**config.mk**
```make
export PLATFORM = sky130hd
export DESIGN_NAME = alu_result_retire
export DESIGN_NICKNAME = d
export VERILOG_FILES = /design/src/rtl/alu_result_retire.sv
export SDC_FILE = /design/constraint.sdc
export NUM_CORES = 1
export LEC_CHECK = 0
export ABC_AREA = 1
export CORE_ASPECT_RATIO = 1.75
export CORE_MARGIN = 5
export CORE_UTILIZATION = 25
export DETAILED_ROUTE_END_ITERATION = 16
export GPL_TIMING_DRIVEN = 0
export REMOVE_ABC_BUFFERS = 1
export SLEW_MARGIN = 10
export SYNTH_ARGS = -nofsm -noshare
export SYNTH_HDL_FRONTEND = slang
export SYNTH_SLANG_ARGS = --single-unit
```
**constraint.sdc**
```tcl
create_clock -name clk -period 4.7 [get_ports clk]
set_input_delay 0.705 -clock clk [delete_from_list [all_inputs] [get_ports clk]]
set_output_delay 0.705 -clock clk [all_outputs]
set_load 0.02 [all_outputs]
```
**src/rtl/alu_result_retire.sv**
```systemverilog
// Retire stage behind the ALU. Buffers ALU results in a small in-order FIFO and
// retires them to the register-file write port. A taken branch at the head
// issues a one-cycle PC redirect and flushes everything younger.
module alu_result_retire #(
    parameter int DATA_W    = 32,
    parameter int RF_ADDR_W = 5,
    parameter int PC_W      = 10,
    parameter int DEPTH     = 2,
    parameter int CNT_W     = 16
) (
    input  logic                 clk,
    input  logic                 reset,
    input  logic                 valid_i,
    output logic                 ready_o,
    input  logic [DATA_W-1:0]    result_i,
    input  logic                 jump_now_i,
    input  logic                 wen_i,
    input  logic [RF_ADDR_W-1:0] waddr_i,
    input  logic [PC_W-1:0]      target_i,
    output logic                 rf_wen_o,
    output logic [RF_ADDR_W-1:0] rf_waddr_o,
    output logic [DATA_W-1:0]    rf_wdata_o,
    input  logic                 rf_gnt_i,
    output logic                 redirect_o,
    output logic [PC_W-1:0]      pc_target_o,
    output logic                 flush_o,
    output logic [CNT_W-1:0]     retired_cnt_o,
    output logic [CNT_W-1:0]     flushed_cnt_o
);

    localparam int PTR_W  = $clog2(DEPTH);
    localparam int CNT_FW = PTR_W + 1;
    localparam logic [CNT_FW-1:0] FULL_COUNT = CNT_FW'(DEPTH);

    typedef struct packed {
        logic [DATA_W-1:0]    result;
        logic                 jump;
        logic                 wen;
        logic [RF_ADDR_W-1:0] waddr;
        logic [PC_W-1:0]      target;
    } entry_t;

    entry_t              fifo_mem [DEPTH];
    logic [PTR_W-1:0]    wr_ptr;
    logic [PTR_W-1:0]    rd_ptr;
    logic [CNT_FW-1:0]   count;
    logic [CNT_W-1:0]    retired_cnt;
    logic [CNT_W-1:0]    flushed_cnt;

    entry_t              in_entry;
    entry_t              head;
    logic                head_valid;
    logic                push;
    logic                retire;
    logic                flush;
    logic [CNT_FW-1:0]   discard_num;

    // Saturating add for the statistics counters: sticks at all-ones.
    function automatic logic [CNT_W-1:0] sat_add(input logic [CNT_W-1:0]  a,
                                                 input logic [CNT_FW-1:0] b);
        logic [CNT_W:0] sum;
        sum = {1'b0, a} + (CNT_W+1)'(b);
        return sum[CNT_W] ? '1 : sum[CNT_W-1:0];
    endfunction

    // ready_o depends on registered count only, so no path from valid_i or rf_gnt_i.
    assign ready_o = (count != FULL_COUNT);

    // Handshake and retire decisions; everything is suppressed in the reset cycle.
    always_comb begin
        // NOTE: every always_comb output gets a default first so no latch is inferred.
        in_entry        = '0;
        in_entry.result = result_i;
        in_entry.jump   = jump_now_i;
        in_entry.wen    = wen_i;
        in_entry.waddr  = waddr_i;
        in_entry.target = target_i;
        head            = fifo_mem[rd_ptr];
        head_valid      = (count != '0);
        push            = valid_i & ready_o;
        retire          = ~reset & head_valid & (~head.wen | rf_gnt_i);
        flush           = retire & head.jump;
        discard_num     = '0;
        if (flush) begin
            // Younger buffered entries plus a push landing in the same cycle.
            discard_num = count - CNT_FW'(1) + CNT_FW'(push);
        end
    end

    // Head-of-FIFO outputs toward the register file and fetch.
    always_comb begin
        rf_wen_o    = 1'b0;
        rf_waddr_o  = '0;
        rf_wdata_o  = '0;
        redirect_o  = flush;
        flush_o     = flush;
        pc_target_o = '0;
        if (~reset && head_valid) begin
            rf_wen_o   = head.wen;
            rf_waddr_o = head.waddr;
            rf_wdata_o = head.result;
        end
        if (flush) begin
            pc_target_o = head.target;
        end
    end

    // Entry storage: written on every accepted push.
    always_ff @(posedge clk) begin
        // NOTE: storage is not reset; the pointers and count alone decide what is valid.
        if (push) begin
            fifo_mem[wr_ptr] <= in_entry;
        end
    end

    // Pointer, occupancy and statistics state.
    always_ff @(posedge clk) begin
        // NOTE: sequential state uses non-blocking assignments so all registers update together.
        if (reset) begin
            wr_ptr      <= '0;
            rd_ptr      <= '0;
            count       <= '0;
            retired_cnt <= '0;
            flushed_cnt <= '0;
        end else begin
            if (flush) begin
                wr_ptr <= '0;
                rd_ptr <= '0;
                count  <= '0;
            end else begin
                if (push) begin
                    wr_ptr <= wr_ptr + 1'b1;
                end
                if (retire) begin
                    rd_ptr <= rd_ptr + 1'b1;
                end
                count <= count + CNT_FW'(push) - CNT_FW'(retire);
            end
            if (retire) begin
                retired_cnt <= sat_add(retired_cnt, CNT_FW'(1));
            end
            if (flush) begin
                flushed_cnt <= sat_add(flushed_cnt, discard_num);
            end
        end
    end

    assign retired_cnt_o = retired_cnt;
    assign flushed_cnt_o = flushed_cnt;

    a_count_bound: assert property (@(posedge clk) disable iff (reset)
        count <= FULL_COUNT);
    a_push_ready: assert property (@(posedge clk) disable iff (reset)
        push |-> (count != FULL_COUNT));
    a_redirect_flush: assert property (@(posedge clk)
        redirect_o |-> flush_o);

endmodule

```
After elaboration in Yosys (flattened, before gate mapping) --
Memories as Yosys holds them, arrays and structs flattened. A register that Yosys moved wholly into a read port is not among the register bits. Index checks and enable logic that the tools add are counted.
Word-level totals: register bits 36, memory bits (writable) 98, input bits 53, word-level logic and storage cells 36, memories 1
Cells by class: $add $sub $neg 8, eq/ne operators 1, multiplexer cells 11, bitwise logic cells 7, reductions and logical operators 3
Memories:
- fifo_mem | words 2, width 49, rd ports 1, clocked after Yosys merged registers in 1, write ports 1, line 43 | entry_t fifo_mem [DEPTH];
Operators with widths (count):
- $mux W16 | 2
- $mux W32 | 1
- $add A16 B1 Y17 const B | 1
- $add A16 B2 Y17 | 1
- $mux W10 | 1
- $mux W1 | 5
- $mux W5 | 1
- $add A2 B1 Y2 | 2
- $and A1 B1 Y1 | 4
- $add A1 B1 Y1 const B | 2
- $mux W2 | 1
- $ne A2 B2 Y1 const B | 1
- $not A1 Y1 | 2
- $reduce_bool A2 Y1 | 1
- $reduce_or A2 Y1 | 1
- $sub A2 B1 Y2 | 1
- $sub A2 B1 Y2 const B | 1
- $logic_and A1 B1 Y1 | 1
- $or A1 B1 Y1 | 1

Longest topological paths before layout --
Gate-level depths: netlist of run 1.
word-level depth 7, gate-level depth with buffers 19, depth with buffers taken out 17

Least setup slack after synthesis of run 1 --
Ideal clock, no wire load.
kind input to register, from input port valid_i, to memory fifo_mem[0][0] (netlist name) (enable), arrival time 2.919 ns, required time 4.243 ns, slack 1.324 ns, stages on the path 2, path buffers 0, cells stage by stage nand2_1 > nor2_1
Between the ends: cells in the longest elaborated chain, start to end 3
Ends and longest elaborated chain:
- from (decl) | line 13 | input logic valid_i,
- $and A1 B1 Y1 | line 80 | push = valid_i & ready_o;
- $mux W1 | line 111 | if (push) begin
- $mux W1 (implied by the code) | line 112 | fifo_mem[wr_ptr] <= in_entry;
- to (decl) | line 43
No other way between the ends.

==> results.cfg, run 1 <==
[power_and_ir_drop]
p_per_area_nw_per_um2 = 448
clkPwrFrac_pct = 33.5
p_int_mw = 2.60
switching_share_pct = 31.0
ir_drop_mv = 0.192
switchingPower_mw = 1.17
power.share.combinational_pct = 26.0
p_leak_nw = 3.30
power_mw = 3.77
pwr-share-seq_pct = 40.5

[clock_tree]
cts_buffers = 17
clock_tree.buffer_depth = 2
clkTransAtPathRegs_ps = 60
clkLatencyLatePin_ps = 430
root_buffer = clkbuf_16
cts_sinks = 135
tritoncts = done
ctsHtreeMaxLevel = 4
post_cts_buffers = 0

[floorplan]
die_height_um = 217
initial_core_util_pct = 25.4
ios = 136
fp.dieW_um = 128
row_count = 75
core_sq_um = 24000
die-area_sq_um = 27800

[setup_path]
slowest_delay_ps = 670
worst_setup_path_end_kind = output pin
crit_chain = inv_4 > nand2_1 > nand2_1 > a21oi_4 > nand2_4 > inv_2 > clkdlybuf4s50_1
cp.required_ps = 3990
crit_type = reg2out
arrival_ps = 3640
start_kind = register
crit_path_max_fanout = 49
cp_common_cell = nand2_1
crit_slowest_cell = dfxtp_2

[cells_and_area]
fillers = 2486
final_area_sq_um = 8420
antenna_cells = 0
syn_to_final_growth_pct = 37.8
fin_nets = 887
multi_input_area_sq_um = 2050
drive_gt1_share_pct = 6.07
regArea_sq_um = 3680
fin_util_pct = 35.0

[placed_design]
hpwl_um = 10800
place.gp.congestion = 0.805
place_area_sq_um = 7850
portBuffers = 135

[synthesis]
ys_ff_latch = 135
synthDistinctLibCells = 28
synth_area_sq_um = 6110
syn_inst = 693
ys_warn_count = 0
syn_area_per_cell_sq_um = 8.81
synth_seq_area_share_pct = 60.3

[detailed_routing]
drt-total-wl_um = 15700
dr.pass1.iters = 4
drt-initial-drc-count = 130
drt_drc_violations_left = 0
wire_per_inst_um = 13.7
vias_per_cell = 4.28
vias = 4914
drtAntennaViolNets = 0

[min_path]
hold_class = reg2reg

[sta]
slew_viol_final = 0
post-route-period-util_pct = 92.4
max_freq_ghz = 0.230
tightest_slew_ps = 713
fin_crit_ps = 4340
setup_viol = 0
slew_headroom_pct = 52.5
rsz0062_at_grt = false
finalHoldViolCount = 0
timing.hold.ws_ps = 486
finClkSkew_ps = 14.8

[run_status]
outcome = finished clean

[global_route]
grt_pass1_vias = 4858
grt_max_degree = 50
grt_util_all_layers_pct = 11.8
antenna_found_initial = 0
grt_overflow = 0
grt_first_pass_wirelength_um = 25000

[run]
maxCapViolCount = 0
==> what timing repair did <==
action / CTS / global route
setup endpoints to repair: 30 / 0
hold buffers: 0 / 0
gates resized for setup: 5 / 0
==> cell families (layout without fill, tap and decap cells) <==
| group | count (synthesis) | count (layout) | synth area share, % |
|---|---|---|---|
| AND/OR/NAND/NOR | 376 | 376 | 24.5 |
| XOR/XNOR | 12 | 12 | 1.72 |
| flip-flops | 135 | 135 | 60.3 |
| adder cells (fa/ha/maj) | 7 | 7 | 1.56 |
| AO/OA/AOI/OAI | 65 | 65 | 5.55 |
| buffers and inverters | 98 | 245 | 6.39 |
==> metal layers <==
layer,wire length (um),vias up,global-route usage (%)
li1,-,2490,-
met1,6110,2280,12.2
met4,470,0,6.44
met2,8420,113,21.2
met5,0,-,0
met3,724,31,3.39
==> critical path: cells and delay by family (launching register included) <==
kind                   cells  cell delay (ps)
AO/OA/AOI/OAI              1              450
buffers and inverters      3             1400
flip-flops                 1              670
AND/OR/NAND/NOR            3              620
==> power groups by stage <==
| stage | registers (mW) | clock network (mW) | logic (mW) |
|---|---|---|---|
| after floorplan | 1.56 | 0 | 0.517 |
| after global routing | 1.54 | 1.35 | 1.10 |
| after global placement | 1.60 | 0 | 0.928 |
| after CTS | 1.53 | 1.31 | 1.01 |
| final | 1.53 | 1.26 | 0.980 |
| after detailed placement | 1.55 | 0 | 1.00 |
==> path summary, 6_finish.rpt <==
| check | cells past startpoint | startpoint | end | slack, ps |
|---|---|---|---|---|
| setup / recovery | 7 | register | redirect_o | 360 |
| hold / removal | 2 | rd_ptr | register | 490 |
| setup reg to reg | 16 | register | flushed_cnt_o[9] | 510 |
| hold reg to reg | 2 | rd_ptr | register | 490 |
==> stage by stage <==
step                      setup slack (ps)  setup TNS, ps  instances
after floorplan                        534              0        668
after global placement               -1800        -127840       1111
after detailed placement              -985         -21390       1116
after CTS                              232              0       1148
after global routing                  75.3              0       1148
final                                  359              0       1148
==> synth_stat cells (all sizes together) <==
master	instances	area, sq um
nand4	7	43.8
dfxtp	37	741
xor2	6	52.6
xnor2	6	52.6
o31ai	1	7.51
edfxtp	98	2940
nand3b	1	7.51
nor2	43	164
inv	73	274
a21oi	47	246
ha	6	75.1
nand2	289	1090
or2	6	37.5
o21ai	17	85.1
buf	15	78.8
nor3	2	10.0
fa	1	20.0
nand3	28	145
clkbuf	10	37.5
==> final cells by class <==
| class | count | share of cell area [%] |
|---|---|---|
| Clock buffer | 17 | 5.05 |
| Clock inverter | 15 | 1.64 |
| Inverter | 73 | 3.29 |
| Multi-Input combinational cell | 460 | 24.4 |
| Sequential cell | 135 | 43.8 |
| Tap cell | 308 | 4.58 |
| Timing Repair Buffer | 140 | 17.3 |
==> registers in the layout, indices dropped and copies added (netlist names), named ones only <==
name and flops:
fifo_mem 98, flushed_cnt_o 16, retired_cnt_o 16, count 2, rd_ptr 1, wr_ptr 1
==> layout by cell type, fill, tap and decap left out, types with 2 or more instances in the layout <==
| cell type | synthesis | routed |
|---|---|---|
| bufinv_16 | 0 | 2 |
| clkinv_1 | 0 | 3 |
| dfxtp_1 | 37 | 36 |
| or2_2 | 6 | 6 |
| inv_1 | 71 | 70 |
| nor3_1 | 2 | 2 |
| a21oi_1 | 46 | 46 |
| nand2_1 | 288 | 288 |
| nor2_1 | 42 | 40 |
| nor2_4 | 0 | 2 |
| clkdlybuf4s50_1 | 0 | 134 |
| inv_2 | 2 | 2 |
| nand4_1 | 7 | 7 |
| ha_1 | 6 | 6 |
| buf_12 | 0 | 5 |
| xnor2_1 | 6 | 6 |
| o21ai_0 | 16 | 16 |
| clkbuf_16 | 0 | 17 |
| clkinv_2 | 0 | 4 |
| edfxtp_1 | 98 | 98 |
| xor2_1 | 6 | 6 |
| nand3_1 | 27 | 27 |
| clkinvlp_4 | 0 | 5 |
Power figures use the tool's default switching activity.
==> run 2: changes to the inputs <==
==> constraint.sdc (replaced) <==
create_clock -name clk -period 4.2 [get_ports clk]
set_input_delay 0.63 -clock clk [delete_from_list [all_inputs] [get_ports clk]]
set_output_delay 0.63 -clock clk [all_outputs]
set_load 0.02 [all_outputs]
==> results.cfg, run 2 (synthesis results as in run 1) <==
[setup_path]
crit_type = in2out
crit_path_max_fanout = 30
arrival_ps = 3120
slowest_delay_ps = 670
start_kind = input pin
crit_slowest_cell = clkdlybuf4s50_1
startpoint = reset
regToRegSetupSlack_ps = 640
cp.required_ps = 3570
worst_setup_path_end_kind = output pin
crit_chain = clkdlybuf4s15_2 > inv_1 > o21ai_1 > a21oi_4 > nand2_4 > inv_2 > clkdlybuf4s50_1

[cells_and_area]
largest_reg_flops = 98
fin_nets = 888
final_common_cell = nand2_1
top_register = fifo_mem
drive_gt1_share_pct = 6.18
final_area_sq_um = 8430
syn_to_final_growth_pct = 38.0
antenna_cells = 0
layout_common_cells = nand2_1 (288), clkdlybuf4s50_1 (134), edfxtp_1 (98)
instances_no_fill = 1149
fillers = 2484
fin_util_pct = 35.1

[clock_tree]
root_buffer = clkbuf_16
cts_buffers = 17
clkTransAtPathRegs_ps = 60
clock_tree.buffer_depth = 2
tritoncts = done
clkLatencyLatePin_ps = 430
cts_hold_buf = 0
cts_sinks = 135
ctsHtreeMaxLevel = 4

[sta]
fin_crit_ps = 3750
tightest_slew_ps = 715
finalSetupTns_ps = 0
max_freq_ghz = 0.267
setup_ws_ps = 450
post-route-period-util_pct = 89.3
rsz0062_at_grt = false
slew_viol_final = 0
finalHoldViolCount = 0
slew_headroom_pct = 52.3
finClkSkew_ps = 13.8
setup_viol = 0

[floorplan]
die_height_um = 217
initial_core_util_pct = 25.4
die-area_sq_um = 27800
fp.dieW_um = 128
row_count = 75
core_sq_um = 24000
ios = 136

[detailed_routing]
wl_met3_um = 702
vias_per_cell = 4.28
m1WireLength_um = 6100
wl_met2_um = 8420
vias = 4922
drtAntennaViolNets = 0
wire_per_inst_um = 13.7
drt-initial-drc-count = 163
highest_layer = met4
drt-total-wl_um = 15700
dr.pass1.iters = 4
drt_drc_violations_left = 0

[placed_design]
dpl_worst_slack_ps = -1410
portBuffers = 135
hpwl_um = 10800
place_area_sq_um = 7850
post-place-cells = 1116
place.gp.congestion = 0.805

[min_path]
hold_class = reg2reg
min_from = rd_ptr

[power_and_ir_drop]
p_per_area_nw_per_um2 = 501
ir_drop_mv = 0.216
pwr-share-seq_pct = 40.5
switchingPower_mw = 1.31
p_leak_nw = 3.31
clkPwrFrac_pct = 33.4
switching_share_pct = 31.0
power.share.combinational_pct = 26.0
p_int_mw = 2.92

[global_route]
grt_pass1_vias = 4867
grt_overflow = 0
grt_first_pass_wirelength_um = 25000
grt_max_degree = 50
antenna_found_initial = 0
grt_util_all_layers_pct = 11.8

[run]
maxCapViolCount = 0

[run_status]
outcome = finished clean
-- run 2: cell count changes in the layout (fill, tap and decap cells not counted), sizes merged --
cell	previous run	this run
buf	5	6
-- run 2: critical path, delay by kind of cell --
kind	cells	cell delay, ps
buffers and inverters	4	1810
AND/OR/NAND/NOR	1	250
AO/OA/AOI/OAI	2	390
-- run 2: power by group through the flow --
| stage | registers [mW] | clock network (mW) | logic (mW) |
|---|---|---|---|
| 2_1_floorplan | 1.75 | 0 | 0.579 |
| 3_3_place_gp | 1.79 | 0 | 1.04 |
| 3_5_place_dp | 1.74 | 0 | 1.12 |
| 4_1_cts | 1.71 | 1.47 | 1.13 |
| 5_1_grt | 1.73 | 1.51 | 1.23 |
| 6_report | 1.71 | 1.41 | 1.10 |
-- run 2: routing by layer --
metal  up-vias  GRT usage (%)
li1       2490              -
met1      2286           12.2
met2       116           21.2
met3        30           3.39
met4         0           6.44
met5         -              0
-- run 2: worst paths after layout --
| path | end | cells after the start |
|---|---|---|
| max reg2reg | flushed_cnt_o[9] | 16 |
| min reg2reg | register | 2 |
| max | flush_o | 7 |
| min | register | 2 |
-- run 2: repair_timing --
action                                  CTS  global route
endpoints found under the setup margin   65             0
resized for setup                         6             0
buffers inserted                          1             0
-- run 2: cell type report --
class | instances | area (sq um) | area share (%)
inverters | 73 | 277 | 3.28
clock buffers | 17 | 425 | 5.05
flip-flops and latches | 135 | 3690 | 43.8
multi-input cells | 460 | 2050 | 24.4
clock inverters | 15 | 138 | 1.63
repair buffers | 141 | 1460 | 17.3
well taps | 308 | 385 | 4.57
-- run 2: metrics by stage --
stage | hold slack [ps] | power [mW]
after detailed placement | 478 | 2.86
final | 484 | 4.22
after global placement | 468 | 2.82
after CTS | 484 | 4.31
after floorplan | 459 | 2.33
after global routing | 526 | 4.47
==> run 3: changes to the inputs <==
--- a/config.mk
+++ b/config.mk
@@ -16,3 +16,4 @@
 export SYNTH_ARGS = -nofsm -noshare
 export SYNTH_HDL_FRONTEND = slang
 export SYNTH_SLANG_ARGS = --single-unit
+export TNS_END_PERCENT = 5
==> results of run 3 <==
No change in the layout: final DEF, timing and power equal those of run 2.
